File: src/rtl/datapath_core.sv
// datapath_core: accumulator datapath executing controller micro-ops and returning decode/flag status
module datapath_core #(
  parameter int DW = 8,
  parameter int AW = 4
) (
  input  logic          CLK,
  input  logic          CLR,
  input  logic          c0,
  input  logic          c1,
  input  logic          c2,
  input  logic          c3,
  input  logic          c4,
  input  logic          c5,
  input  logic          c7,
  input  logic          c8,
  input  logic          c9,
  input  logic          c10,
  input  logic          c11,
  input  logic          c12,
  input  logic          c13,
  input  logic          c14,
  input  logic          ld_en,
  input  logic [AW-1:0] ld_addr,
  input  logic [DW-1:0] ld_data,
  output logic          s0,
  output logic          s1,
  output logic          s2,
  output logic          s3,
  output logic          s4,
  output logic          s5,
  output logic          s6,
  output logic          s7,
  output logic          s8,
  output logic          s9,
  output logic          s10,
  output logic [DW-1:0] acc_out,
  output logic [AW-1:0] pc_out
);
  logic [AW-1:0] r_pc, r_mar;
  logic [DW-1:0] r_mdr, r_ir, r_acc;
  logic          r_z, r_c;
  logic [DW-1:0] r_mem [0:2**AW-1];
  logic [DW:0]   w_sum;
  logic [DW-1:0] w_acc_next;
  logic [AW-1:0] w_wa;
  logic [2:0]    w_op;
  logic          w_unused;
  assign w_sum      = {1'b0, r_acc} + {1'b0, r_mdr};
  assign w_acc_next = c0 ? '0 : c13 ? r_mdr : c9 ? w_sum[DW-1:0] : c8 ? r_acc + DW'(1) : r_acc;
  assign w_wa       = c12 ? r_ir[AW-1:0] : r_mar;
  assign w_op       = r_ir[DW-1 -: 3];
  assign w_unused   = ^r_ir;
  always_ff @(posedge CLK or negedge CLR)
    if (!CLR) begin
      r_pc  <= '0;
      r_mar <= '0;
      r_mdr <= '0;
      r_ir  <= '0;
      r_acc <= '0;
      r_z   <= 1'b0;
      r_c   <= 1'b0;
    end else begin
      r_pc  <= c0 ? '0 : c1 ? r_ir[AW-1:0] : c2 ? r_pc + AW'(1) : r_pc;
      r_mar <= c14 ? r_mdr[AW-1:0] : c12 ? r_ir[AW-1:0] : c3 ? r_pc : r_mar;
      r_mdr <= c4 ? r_mem[r_mar] : c5 ? r_mdr + DW'(1) : r_mdr;
      r_ir  <= c0 ? '0 : c7 ? r_mdr : r_ir;
      r_acc <= w_acc_next;
      if (c10) begin
        r_z <= w_acc_next == '0;
        r_c <= c9 & w_sum[DW];
      end
    end
  always_ff @(posedge CLK)
    if (ld_en) r_mem[ld_addr] <= ld_data;
    else if (c11) r_mem[w_wa] <= r_acc;
  assign s0      = w_op == 3'd0;
  assign s1      = w_op == 3'd1;
  assign s2      = w_op == 3'd2;
  assign s3      = w_op == 3'd3;
  assign s4      = w_op == 3'd4;
  assign s5      = w_op == 3'd5;
  assign s6      = w_op == 3'd6;
  assign s7      = w_op == 3'd7;
  assign s8      = r_z;
  assign s9      = r_c;
  assign s10     = &r_pc;
  assign acc_out = r_acc;
  assign pc_out  = r_pc;
endmodule
File: config.mk
export PLATFORM = sky130hd
export DESIGN_NAME = datapath_core
export DESIGN_NICKNAME = d
export VERILOG_FILES = /design/src/rtl/datapath_core.sv
export SDC_FILE = /design/constraint.sdc
export NUM_CORES = 1
export LEC_CHECK = 0
export CAP_MARGIN = 15
export CORE_ASPECT_RATIO = 2
export CORE_MARGIN = 2
export CORE_UTILIZATION = 25
export CTS_CLUSTER_DIAMETER = 120
export DETAILED_ROUTE_END_ITERATION = 8
export GPL_TIMING_DRIVEN = 0
export HOLD_SLACK_MARGIN = 0.08
export PLACE_DENSITY = 0.41
export SYNTH_ARGS = -nofsm -noshare
export SYNTH_HDL_FRONTEND = slang
export SYNTH_SLANG_ARGS = --single-unit
export TNS_END_PERCENT = 100
File: constraint.sdc
create_clock -name CLK -period 1.9 [get_ports CLK]
set_input_delay 0.19 -clock CLK [delete_from_list [all_inputs] [get_ports CLK]]
set_output_delay 0.19 -clock CLK [all_outputs]
set_load 0.02 [all_outputs]
==> implementation parameters <==
Parameter                              Value

Status
  Result of the run    finished with violations
  Violations in the final reports    negative setup slack

Critical path
  Data required time of the critical path    2.24 ns
  Data arrival time of the critical path    2.60 ns
  WS Path Type    flip-flop to flip-flop
  R2r endpoint    s8$_DFFE_PN0P_
  Worst reg2reg setup slack    -0.36 ns
  Crit. End Element    flip-flop
  Worst R2R Path Depth    8
  Category of the worst setup path launch point    flip-flop
  Worst flop-to-flop path startpoint    r_mdr[0]$_DFFE_PN0P_
  Critical path fanouts, max    2

Synthesis
  Number of instances in the synthesized netlist    478
  Total number of yosys warnings    0
  Main combinational cell family by area after synthesis    multiplexers
  Leading post-synthesis cells by instance count    edfxtp_1 (128), nor2_1 (44), mux4_2 (40), nand2_1 (40), dfrtp_1 (33)
  Compound-cell area share of the yosys netlist    0.0573
  Largest area contributor in the netlist    edfxtp_1
  Portion of netlist area occupied by mux cells    0.162
  Post-synthesis xor/xnor area fraction    0.0204
  Number of enable-type register cells in the synthesized netlist    128
  Post-synthesis cell type count    53
  Simple-gate share of the synthesized area    0.0773
  Dominant cell by count in the synthesized netlist    edfxtp_1
  Share of synthesized area occupied by flip-flops and latches    0.640
  Flop and latch count out of synthesis    161
  Proportion of register bits with asynchronous set or reset after synthesis    0.205
  Mean instance size in the synthesized netlist    15.3 um^2
  Post-synth top flop    edfxtp_1
  Synthesized netlist net count    519
  Adder and majority gate portion of the synthesized area    0.0216
  Top cells by area, synth    edfxtp_1 (53%), mux4_2 (12%), dfrtp_1 (11%)
  Post-synthesis cell area    7300 um^2
  Top-area cell type share of the netlist area    0.527

Clock tree
  Number of H-tree levels    4
  Clock root buffer master    clkbuf_16
  Clock Tree Buf Depth    2
  TritonCTS clock tree    built
  Inserted Clock Buffers    17
  Clock sinks    161
  Clock Latency Late Sink    0.44 ns
  Clock transition at path regs    0.07 ns

Hold path
  Class of the tightest hold or removal check    input pin to flip-flop
  Worst-case hold path end point    pc_out[2]$_DFFE_PN0P_
  Cell depth of the worst min-delay path    3
  Startpoint of the most critical hold path    c1

Drt
  Drt initial violations    334
  Total number of vias    4555
  Routed vias/inst    4.80
  Residual DRC    0
  Post-route ant nets    0
  First-pass detailed-route iteration total    4
  DR WL/cell    22.5 um
  Total wire length    21300 um

Power and ir drop
  Share of total power in combinational logic    0.326
  Internal cell power    8.29 mW
  Fraction of power consumed by sequential logic    0.385
  Sw power    4.03 mW
  Clock power share    0.289
  Power per unit of standard cell area    1260 nW/um^2
  Static leakage power    3.43 nW
  Switch share    0.327
  Design Power    12.3 mW
  Peak VDD IR    0.667 mV

Timing
  Setup repair after global routing missed its margin    yes
  Clock tree skew after final layout    0.00878 ns
  Least-Margin Pin Slew    0.823 ns
  Part of the cycle the worst path needs    1.19
  Final Hold Viols    0
  Max Fclk    443 MHz
  Minimum period implied by the final worst setup slack    2.26 ns
  Headroom to the max-slew limit    0.451
  Pins over their slew limit    0
  Setup-violating endpoint count in the final report    86
  Worst Slack Setup Final    -0.357 ns
  Total Neg Setup Slack    -5.69 ns

Die
  Area enclosed by the die boundary    30700 um^2
  I/O pin count    52
  Total core area    28700 um^2
  Die boundary width    125 um
  # rows    88
  Effective utilization at floorplan    0.254
  Y dimension of the die    246 um

Finish
  Growth of design area from synthesis to finish    34.2%
  Fraction of final layout cells with drive strength greater than 1    0.338
  Net count, final    617
  Summed area of non-filler cells in the final layout    9790 um^2
  N_diodes    0

Placement
  Dpl hpwl    15500 um
  Final weighted congestion of routability-driven global placement    0.824
  Placed inst area    8250 um^2
  Input/output buffers    47

GRT
  Largest net degree at the start of global routing    34
  Total global routing track utilization    0.144
  Number of antenna violations at the first check in global routing    0
  Vias in the first global route    5010
  Global-route wire length before repair    31900 um
  Final global-route overflow total    0

Run
  Number of max-cap violations    0
==> how the worst max path moves through the flow <==
stage                               from  cells after the start                     end  slack [ns]
finish              r_mdr[0]$_DFFE_PN0P_                      8          s8$_DFFE_PN0P_       -0.36
global route        r_mdr[0]$_DFFE_PN0P_                      8          s8$_DFFE_PN0P_       -0.42
CTS                 r_mdr[0]$_DFFE_PN0P_                      8          s8$_DFFE_PN0P_       -0.36
detailed placement                   c12                      6  r_mem[13][4]$_DFFE_PP_       -1.13
global placement                     c12                      6   r_mem[9][3]$_DFFE_PP_       -1.08
floorplan           acc_out[1]$_DFF_PN0_                      7          s8$_DFFE_PN0P_       -0.12
==> cells in the final DEF, fill, tap and decap left out, types with 8 or more instances in the layout <==
master and count:
clkdlybuf4s50_1 38, dfrtp_2 14, clkbuf_16 17, mux4_2 40, edfxtp_1 128, a21oi_1 14, dfrtp_1 19, buf_12 22
buf_4 13, nand2_1 28, xnor2_1 8, xor2_1 9, nor2_1 28, nor2_4 16, o21ai_1 15, mux2i_1 15
==> through the flow <==
step,setup slack (ns),hold WS [ns],cells,utilization
6_report,-0.357,0.118,949,0.341
5_1_grt,-0.418,0.124,949,0.341
2_1_floorplan,-0.119,-0.106,478,-
3_5_place_dp,-1.13,0.336,885,0.287
3_3_place_gp,-1.08,0.546,885,0.287
4_1_cts,-0.362,0.0959,947,0.337
==> cell families after synthesis <==
group / Yosys count
AO/OA/AOI/OAI: 66
XOR/XNOR: 17
AND/OR/NAND/NOR: 122
flip-flops: 161
multiplexers: 67
adder cells (fa/ha/maj): 12
buffers and inverters: 33
==> cell type report <==
type                       instances  area (um^2)
tap                              360          450
fill                            2760        18900
clock buffer                      17          425
timing repair buffer              84          998
sequential                       161         4690
multi-input combinational        284         2850
buffer                            19          164
inverter                           9         33.8
clock inverter                    15          181
==> power groups by stage <==
stage | Combinational [mW] | Clock [mW] | Sequential [mW]
global placement | 3.30 | 0 | 4.76
global route | 4.30 | 3.77 | 4.78
detailed placement | 3.31 | 0 | 4.77
floorplan | 2.17 | 0 | 4.60
CTS | 3.89 | 3.66 | 4.75
finish | 4.02 | 3.56 | 4.74
==> flip-flops by register name, indices dropped and copies added (netlist names) <==
register and cells:
r_mar 4, pc_out 4, r_mdr 8, s9 1, acc_out 8, s8 1
r_ir 7, r_mem 128
==> timing repair <==
| item | in CTS | in global routing |
|---|---|---|
| setup endpoints to repair | 280 | 254 |
| hold endpoints to repair | 33 | 0 |
| resized for setup | 104 | 32 |
| hold buffers | 1 | 0 |
| buffers inserted | 32 | 4 |
| gates cloned | 2 | 0 |
| pin swaps | 19 | 19 |
==> worst max-delay path, stage by stage (launching register included) <==
cell,delay (ns)
dfrtp_2,0.47
ha_4,0.19
fa_2,0.40
nand2b_4,0.14
o211ai_1,0.16
a41oi_2,0.17
nor3b_2,0.22
nand4bb_1,0.19
o32ai_2,0.23
==> metal layers <==
layer | vias to the layer above | GRT usage | part of all wire
met4 | 0 | 0.0787 | 0.047
met1 | 2373 | 0.129 | 0.33
met3 | 39 | 0.0246 | 0.026
met2 | 99 | 0.294 | 0.60
met5 | - | 0 | 0
li1 | 2044 | - | -
Power figures use the tool's default switching activity.
==> variant (same settings) <==
Put a register stage on the output `s10`, cleared by the reset. The value now appears one clock later. The other outputs are not delayed to match.
--- a/src/rtl/datapath_core.sv
+++ b/src/rtl/datapath_core.sv
@@ -85,3 +85,9 @@
   assign s9      = r_c;
-  assign s10     = &r_pc;
+  always_ff @(posedge CLK or negedge CLR) begin
+      if (!CLR) begin
+          s10 <= '0;
+      end else begin
+          s10 <= &r_pc;
+      end
+  end
   assign acc_out = r_acc;
Behaviour: not the same (Yosys sat finds a counterexample within 10 cycles, from zero or initial values).
==> variant against the original RTL <==
The run still ends with negative setup slack left. Routed wire length is 0.69% higher. Critical path type unchanged. Clock power is 3% higher. Non-clock buffer count is 5 lower. Critical path depth stayed put. Sequential cell count is 1 higher. Setup slack better by 0.0087 ns. Area after synthesis is 0.34% higher. Cell area is 0.31% lower. Power is 0.56% higher.
==> variant: results (changes against the original RTL) <==
| Metric | Value |
|---|---|
| Status | finished with violations |
| Failing checks | negative setup slack |
| Cell count after synthesis | 479 (+0.21%) |
| Port bufs | 47 (unchanged) |
| Number of global-route vias before repair | 5,000 (-0.20%) |
| Worst setup margin | -0.348 ns (+0.00872 ns) |
| Clock Sinks | 162 (+0.62%) |
| Total routed wirelength | 21.5 mm (+0.69%) |
| Nets | 613 (-0.65%) |
| Pre-antenna DRT Iters | 4 (unchanged) |
| Worst-Margin Slew | 0.830 ns (+0.00657 ns) |
| H-tree depth | 4 (unchanged) |
| Proportion of layout cells with a drive suffix above 1 | 31.8% (-2.0 points) |
| Clk_skew | 0.0131 ns (+0.00437 ns) |
| Dpl hpwl | 15.3 mm (-1.0%) |
| Post-route DRC | 0 (unchanged) |
| Top cells by count, synth | edfxtp_1, nor2_1, mux4_2, nand2_1, dfrtp_1 |
| Sequential fraction of the synthesis area | 64.1% (+0.12 points) |
| Dpl cells | 886 (+0.11%) |
| Number of enable flip-flop cells after synthesis | 128 (unchanged) |
| Finished Layout Cells | 945 (-0.42%) |
| Critical path arrival | 2.59 ns (about the same) |
| Ant diodes | 0 (unchanged) |
| Initial antenna violation count | 0 (unchanged) |
| Power after layout | 12.4 mW (+0.56%) |
| GPL Wtd Cong | 0.836 (+1.4%) |
| Number of flip-flops under the largest register name | 128 (unchanged) |
| Warnings, synthesis | 0 (unchanged) |
| Root buf cell | clkbuf_16 |
| Top reg by flops | r_mem |
| Max FO, Critical Path | 2 (unchanged) |
| Post-Syn Nets | 520 (+0.19%) |
| Final setup fails | 104 (+21%) |
| Clk pin slew, worst setup/hold paths | 0.06 ns |
| GRT Util Overall | 14.6% (+0.27 points) |
| Synth area leaders | edfxtp_1, mux4_2, dfrtp_1, mux2i_1, nor2_1 |
| Iteration-0 DRC Markers | 458 (+37%) |
| HP Class | in -> reg |
| Maximum VDD drop | 0.759 mV (+14%) |
| Yosys cell types | 53 (unchanged) |
| Largest net degree at the start of global routing | 35 (+2.9%) |
| Initial Utilization | 25.4% (about the same) |
| Placed cell areas | 8280 µm² (+0.30%) |
| Via count | 4,533 (-0.48%) |
| Setup TNS | -3.93 ns (+1.77 ns) |
| Later-pin clock latency in the skew report | 0.44 ns (about the same) |
| CTS max path bufs | 2 (unchanged) |
| Asr flop ratio synth | 21.0% (+0.49 points) |
| First-pass GRT wire length | 32.7 mm (+2.6%) |
| Pint | 8.40 mW (+1.3%) |
| DP Worst Slack | -1.13 ns (+0.00229 ns) |
| Pleak | 3.39 nW (-1.1%) |
| TritonCTS buffer count | 17 (unchanged) |
## variant: final timing paths
path                            slack [ns]  cells after the start                 start                    end
worst min-delay path                  0.12                      3                    c1  pc_out[3]$_DFFE_PN0P_
min in group asynchronous             0.37                      2                   CLR   acc_out[1]$_DFF_PN0_
worst max register to register       -0.35                      8  r_mdr[0]$_DFFE_PN0P_         s8$_DFFE_PN0P_
max in group asynchronous             0.92                      2                   CLR   r_mdr[0]$_DFFE_PN0P_
worst min register to register        0.57                      2        s8$_DFFE_PN0P_         s8$_DFFE_PN0P_
worst max-delay path                 -0.35                      8  r_mdr[0]$_DFFE_PN0P_         s8$_DFFE_PN0P_
## variant: what timing repair did
item	CTS	global route
pin swaps	20	16
gates cloned	3	0
endpoints found under the hold margin	34	0
buffers inserted	27	2
hold buffers	1	0
resized for setup	109	11
endpoints found under the setup margin	277	258
## variant: worst max-delay path, cell delays in order, from the launching register on
cell and delay, ns:
dfrtp_2 0.48, ha_4 0.19, fa_2 0.40, nand2b_4 0.14, o211ai_1 0.15, a41oi_2 0.16, nor3b_2 0.21, nand4bb_1 0.20
o32ai_2 0.23
## variant: logic make-up after synthesis
group / synth area share, %
flops: 64.1
simple gates: 7.71
mux: 16.2
compound gates: 5.71
buf+inv: 2.12
xor+xnor: 2.03
fa+ha+maj: 2.15
## variant: routing by layer
| layer | GRT usage, % | vias to the layer above | share of wire (%) |
|---|---|---|---|
| li1 | - | 2039 | - |
| met1 | 13.5 | 2366 | 34 |
| met2 | 30.0 | 97 | 60 |
| met3 | 3.00 | 31 | 2.5 |
| met4 | 6.18 | 0 | 4.1 |
| met5 | 0 | - | 0 |
## variant: cell type report
type | instances | area [µm²]
inverter | 9 | 33.8
fill | 2807 | 19100
clock buffer | 20 | 437
multi-input combinational | 284 | 2800
buffer | 19 | 170
tap | 360 | 450
clock inverter | 12 | 181
timing repair buffer | 79 | 975
sequential | 162 | 4710
## variant: power groups by stage
stage,Combinational (mW),Sequential (mW),Clock (mW)
after floorplan,2.17,4.62,0
after global placement,3.31,4.78,0
after detailed placement,3.33,4.79,0
after CTS,4.00,4.78,3.76
after global routing,4.24,4.81,3.88
final,3.95,4.76,3.68
